$ cat src/rtl/spi_cmd_ctrl.sv
// SPI command controller: synchronizes the SPI slave byte strobe and chip enable,
// decodes the two-byte register protocol and runs the prescaled up/down counter.
module spi_cmd_ctrl #(
    parameter int unsigned PRESCALE = 12_000_000,
    parameter int unsigned CNT_W    = 8
) (
    input  logic             clk,
    input  logic             rst_n,
    input  logic             ce0,
    input  logic             rx_toggle,
    input  logic [CNT_W-1:0] rx_byte,
    output logic [CNT_W-1:0] tx_byte,
    output logic [3:0]       led,
    output logic [CNT_W-1:0] count,
    output logic             busy
);
    localparam int unsigned   PW        = $clog2(PRESCALE);
    localparam logic [PW-1:0] PRESC_MAX = PW'(PRESCALE - 1);

    localparam logic [1:0] OP_WRITE = 2'b01;
    localparam logic [1:0] OP_READ  = 2'b10;
    localparam logic [1:0] OP_CLEAR = 2'b11;

    localparam logic [1:0] A_CTRL  = 2'd0;
    localparam logic [1:0] A_STEP  = 2'd1;
    localparam logic [1:0] A_LED   = 2'd2;
    localparam logic [1:0] A_COUNT = 2'd3;

    typedef enum logic [1:0] {S_IDLE, S_CMD, S_DATA, S_HOLD} state_e;

    state_e           state_q, state_d;
    logic             ce0_s1_q, ce0_s2_q;
    logic             tog_s1_q, tog_s2_q, tog_prev_q, byte_ev_q;
    logic             busy_q;
    logic [PW-1:0]    presc_q, presc_d;
    logic [1:0]       addr_q, addr_d;
    logic [CNT_W-1:0] ctrl_q, ctrl_d;
    logic [CNT_W-1:0] step_q, step_d;
    logic [CNT_W-1:0] ledreg_q, ledreg_d;
    logic [CNT_W-1:0] cnt_q, cnt_d;
    logic [CNT_W-1:0] tx_q, tx_d;
    logic [3:0]       led_q;
    logic [CNT_W-1:0] rd_data_c;
    logic             tick_c, wr_en_c, clr_c;
    logic             unused_cmd_bits;

    assign unused_cmd_bits = ^rx_byte[5:2];

    // Two-flop synchronizers; the byte event is registered so it lands on the 3rd edge.
    always_ff @(posedge clk or negedge rst_n) begin
        if (!rst_n) begin
            ce0_s1_q   <= 1'b1;
            ce0_s2_q   <= 1'b1;
            tog_s1_q   <= 1'b0;
            tog_s2_q   <= 1'b0;
            tog_prev_q <= 1'b0;
            byte_ev_q  <= 1'b0;
            busy_q     <= 1'b0;
        end else begin
            ce0_s1_q   <= ce0;
            ce0_s2_q   <= ce0_s1_q;
            tog_s1_q   <= rx_toggle;
            tog_s2_q   <= tog_s1_q;
            tog_prev_q <= tog_s2_q;
            byte_ev_q  <= tog_s2_q ^ tog_prev_q;
            busy_q     <= ~ce0_s2_q;
        end
    end

    assign tick_c  = (presc_q == PRESC_MAX);
    assign presc_d = tick_c ? '0 : presc_q + PW'(1);

    always_comb begin
        rd_data_c = ctrl_q;
        case (rx_byte[1:0])
            A_STEP:  rd_data_c = step_q;
            A_LED:   rd_data_c = ledreg_q;
            A_COUNT: rd_data_c = cnt_q;
            default: rd_data_c = ctrl_q;
        endcase
    end

    // Protocol FSM: chip-enable release overrides any byte event seen in the same cycle.
    always_comb begin
        state_d = state_q;
        addr_d  = addr_q;
        tx_d    = tx_q;
        wr_en_c = 1'b0;
        clr_c   = 1'b0;
        if (ce0_s2_q) begin
            state_d = S_IDLE;
            if (state_q == S_IDLE) begin
                tx_d = cnt_q;
            end
        end else begin
            case (state_q)
                S_IDLE: begin
                    tx_d    = cnt_q;
                    state_d = S_CMD;
                end
                S_CMD: begin
                    if (byte_ev_q) begin
                        state_d = S_HOLD;
                        case (rx_byte[7:6])
                            OP_WRITE: begin
                                addr_d  = rx_byte[1:0];
                                state_d = S_DATA;
                            end
                            OP_READ:  tx_d  = rd_data_c;
                            OP_CLEAR: clr_c = 1'b1;
                            default:  ;
                        endcase
                    end
                end
                S_DATA: begin
                    if (byte_ev_q) begin
                        wr_en_c = 1'b1;
                        state_d = S_HOLD;
                    end
                end
                default: ;
            endcase
        end
    end

    // Register file and counter; host writes and CLEAR take priority over a tick.
    always_comb begin
        ctrl_d   = ctrl_q;
        step_d   = step_q;
        ledreg_d = ledreg_q;
        cnt_d    = cnt_q;
        if (tick_c && ctrl_q[0]) begin
            cnt_d = ctrl_q[1] ? cnt_q - step_q : cnt_q + step_q;
        end
        if (clr_c) begin
            cnt_d = '0;
        end
        if (wr_en_c) begin
            case (addr_q)
                A_CTRL:  ctrl_d   = rx_byte;
                A_STEP:  step_d   = rx_byte;
                A_LED:   ledreg_d = rx_byte;
                default: cnt_d    = rx_byte;
            endcase
        end
    end

    always_ff @(posedge clk or negedge rst_n) begin
        if (!rst_n) begin
            state_q  <= S_IDLE;
            addr_q   <= 2'd0;
            presc_q  <= '0;
            ctrl_q   <= '0;
            step_q   <= CNT_W'(1);
            ledreg_q <= '0;
            cnt_q    <= '0;
            tx_q     <= '0;
            led_q    <= 4'h0;
        end else begin
            state_q  <= state_d;
            addr_q   <= addr_d;
            presc_q  <= presc_d;
            ctrl_q   <= ctrl_d;
            step_q   <= step_d;
            ledreg_q <= ledreg_d;
            cnt_q    <= cnt_d;
            tx_q     <= tx_d;
            led_q    <= ledreg_q[3:0];
        end
    end

    assign tx_byte = tx_q;
    assign led     = led_q;
    assign count   = cnt_q;
    assign busy    = busy_q;

endmodule

$ cat config.mk
export PLATFORM = sky130hd
export DESIGN_NAME = spi_cmd_ctrl
export DESIGN_NICKNAME = d
export VERILOG_FILES = /design/src/rtl/spi_cmd_ctrl.sv
export SDC_FILE = /design/constraint.sdc
export NUM_CORES = 1
export LEC_CHECK = 0
export BUFFER_PORTS_ARGS = -buffer_cell sky130_fd_sc_hd__buf_4
export CELL_PAD_IN_SITES_DETAIL_PLACEMENT = 1
export CELL_PAD_IN_SITES_GLOBAL_PLACEMENT = 1
export CORE_MARGIN = 4
export CORE_UTILIZATION = 51
export DETAILED_ROUTE_END_ITERATION = 10
export PLACE_DENSITY_LB_ADDON = 0.1
export SLEW_MARGIN = 10
export SYNTH_ARGS = -nofsm -noshare
export SYNTH_HDL_FRONTEND = slang
export SYNTH_SLANG_ARGS = --single-unit
export TNS_END_PERCENT = 20
$ cat constraint.sdc
create_clock -name clk -period 5.9 [get_ports clk]
set_input_delay 0.295 -clock clk [delete_from_list [all_inputs] [get_ports clk]]
set_output_delay 0.295 -clock clk [all_outputs]
set_load 0.005 [all_outputs]
==> results by group <==
Status
  • Status: finished clean

Place
  • Port Buf Inserts: 32
  • Setup slack after placement: 3.223 ns
  • Placer Congestion: 0.7977
  • Placed Area: 0.004193 mm^2
  • Dpl hpwl: 5.978 mm

Timing
  • Final worst path period need: 2.669 ns
  • Max-slew violations: 0
  • Relative slew slack: 33.62%
  • Max Clock Skew: 0.01130 ns
  • Setup WS post-layout: 3.231 ns
  • Fmax: 374.6 MHz
  • Worst slew pin tran: 0.9680 ns
  • RSZ-0062 raised after global routing: no
  • Final hold violations: 0
  • Final setup fails: 0
  • Final Cycle Share: 45.24%
  • TNS Setup: 0 ns

Global routing
  • Gr ovfl total: 0
  • Antenna violations before repair: 0
  • Number of global-route vias before repair: 2889
  • First-pass GRT wire length: 14.19 mm
  • GRT Resource Usage Total: 20.59%
  • Pin count of the biggest net entering global routing: 80

Final layout
  • Fin nets: 414
  • ANT cells: 0
  • Layout area overhead: 12.90%
  • Multi-input logic area: 0.001818 mm^2
  • Most frequent cells in the layout: dfrtp_1, nand2_1, buf_4
  • Seq. cell area: 0.001981 mm^2
  • Final instance area: 0.004380 mm^2
  • Final core occ: 59.75%
  • Filler instances: 801
  • Most common cell after layout, fill and taps aside: dfrtp_1
  • Share of layout cells above drive strength 1: 20.05%

Detailed routing
  • First drt pass iteration count: 4
  • Iteration-0 DRC Markers: 87
  • Vias per inst: 5.467
  • Post-route ant nets: 0
  • Detailed-route via count: 2695
  • Final WL: 8.214 mm
  • DR DRC count: 0
  • Routed wire per std cell: 16.66 um

Synth
  • Asr flop ratio synth: 100.0%
  • Post-synth top area share: 49.02%
  • Biggest area consumer among synthesized cells: dfrtp_1
  • FF+latch count, synth: 79
  • Synth Net Count: 382
  • Register area share after synthesis: 51.05%
  • Synth warn: 0
  • Top FF cell, synth: dfrtp_1
  • EDFF count, synth: 0
  • Synth cell types: 46
  • Post-Syn Area: 0.003880 mm^2
  • Synth top area cells: dfrtp_1, mux2_2, xnor2_1
  • Mean Syn Cell Area: 10.87 um^2
  • Mapped Cells: 357

Floorplan
  • Die ar.: 0.009067 mm^2
  • Ports: 33
  • Core area: 0.007331 mm^2
  • Row cnt: 31
  • Die width: 95.22 um
  • Initial cell density of the core: 52.93%
  • Die Height: 95.22 um

Power and ir drop
  • PD cells: 496.4 mW/mm^2
  • Overall power: 2.175 mW
  • Leakage: 2.032 nW
  • VDD IR max: 0.1808 mV

Clocking
  • Buffer depth of the longest clock path: 2
  • Resized cells post-CTS: 0
  • Reg clk slew, reported paths: 0.08 ns
  • Clock latency on the worst-skew pair: 0.35 ns
  • CTS tree: done
  • Root Driver: clkbuf_8
  • Setup Buffers After CTS: 0
  • CTS H-tree depth: 3
  • Hold_buf cts: 0
  • CTS Buf Count: 9
  • Clock sink total: 79

Critical path
  • Arr. time, crit path: 2.90 ns
  • CP Launch Type: flop
  • Worst Path Max Fanout: 5
  • Path type of the worst setup path: flop to flop
  • CP endpoint kind: flop
  • WP data required: 6.13 ns

Run
  • Max Cap Violations: 0

Worst hold path
  • Hold Path Class: input pin to flop
[path summary, 6_finish.rpt]
kind                            startpoint           to  slack, ns  cells after the start
worst max-delay path             step_q[0]     count[7]       3.23                     11
worst max register to register   step_q[0]     count[7]       3.23                     11
worst min register to register    ce0_s1_q     ce0_s2_q       0.36                      0
worst min-delay path                   ce0     ce0_s1_q       0.05                      1
max in group asynchronous            rst_n  ledreg_q[2]       5.16                      1
min in group asynchronous            rst_n     count[4]       0.08                      1
[per-stage QoR]
step,hold WS (ns),cells
final,0.04785,493
after global routing,0.02350,493
after CTS,0.02657,493
after detailed placement,0.3395,477
after global placement,0.3325,477
after floorplan,-0.0005911,357
[critical path, stage by stage (launching register included)]
cell and delay [ns]:
dfstp_2 0.57, inv_1 0.08, ha_1 0.29, mux2i_1 0.30, ha_1 0.30, nor2b_1 0.14
o2111ai_1 0.22, a31oi_1 0.15, xnor2_1 0.15, nor2_1 0.13, xnor2_1 0.14, o21ai_1 0.08
[metal layers]
metal | track usage [%] | part of all wire (%) | vias up
met2 | 34.29 | 49 | 40
li1 | - | - | 1303
met5 | 0 | 0 | -
met4 | 7.212 | 1.6 | 0
met3 | 4.262 | 3.4 | 11
met1 | 26.63 | 45 | 1341
[power breakdown]
part           leakage (nW)  switching [mW]  internal (mW)
combinational         0.953           0.446          0.482
clock                0.0947           0.181          0.207
sequential            0.985           0.149          0.709
total                  2.03           0.776           1.40
[synthesized netlist by cell type, types with 2 or more instances]
cell / number
a211oi_1: 2
a21oi_1: 12
a22oi_1: 8
a31oi_1: 2
and2b_1: 2
and3_1: 4
and4_1: 2
buf_2: 2
clkbuf_1: 7
dfrtp_1: 76
dfstp_2: 3
ha_1: 12
inv_1: 8
mux2_2: 24
mux2i_1: 13
nand2_1: 42
nand2b_1: 2
nand3_1: 6
nand3b_1: 2
nand4_1: 7
nor2_1: 25
nor2b_1: 6
nor3_1: 5
o21ai_0: 25
o21ai_1: 4
o21bai_1: 3
xnor2_1: 20
xor2_1: 15
[state kept, by name, summed over array words and instances (netlist names)]
signal	cells
count	8
addr_q	2
led	4
ce0_s2_q	1
byte_ev_q	1
busy	1
tog_prev_q	1
step_q	8
tx_byte	8
ce0_s1_q	1
presc_q	24
state_q	2
tog_s1_q	1
ctrl_q	8
ledreg_q	8
tog_s2_q	1
[cells by family after synthesis]
kind of cell	count (synthesis)	share of synthesized area (%)
adders and majority gates	13	4.386
and+or+nand+nor	115	15.45
AOI/OAI and AO/OA	59	8.804
DFF	79	51.05
buffers and inverters	19	2.096
muxes	37	10.32
xor gates and xnor gates	35	7.901
[final cells by class]
cell class / count / area share [%]
Multi-Input combinational cell: 259 / 41.50
Sequential cell: 79 / 45.22
Clock inverter: 2 / 0.7998
Tap cell: 99 / 2.828
Timing Repair Buffer: 32 / 5.484
Inverter: 8 / 0.6855
Clock buffer: 14 / 3.485
(Power assumes the default switching activity.)
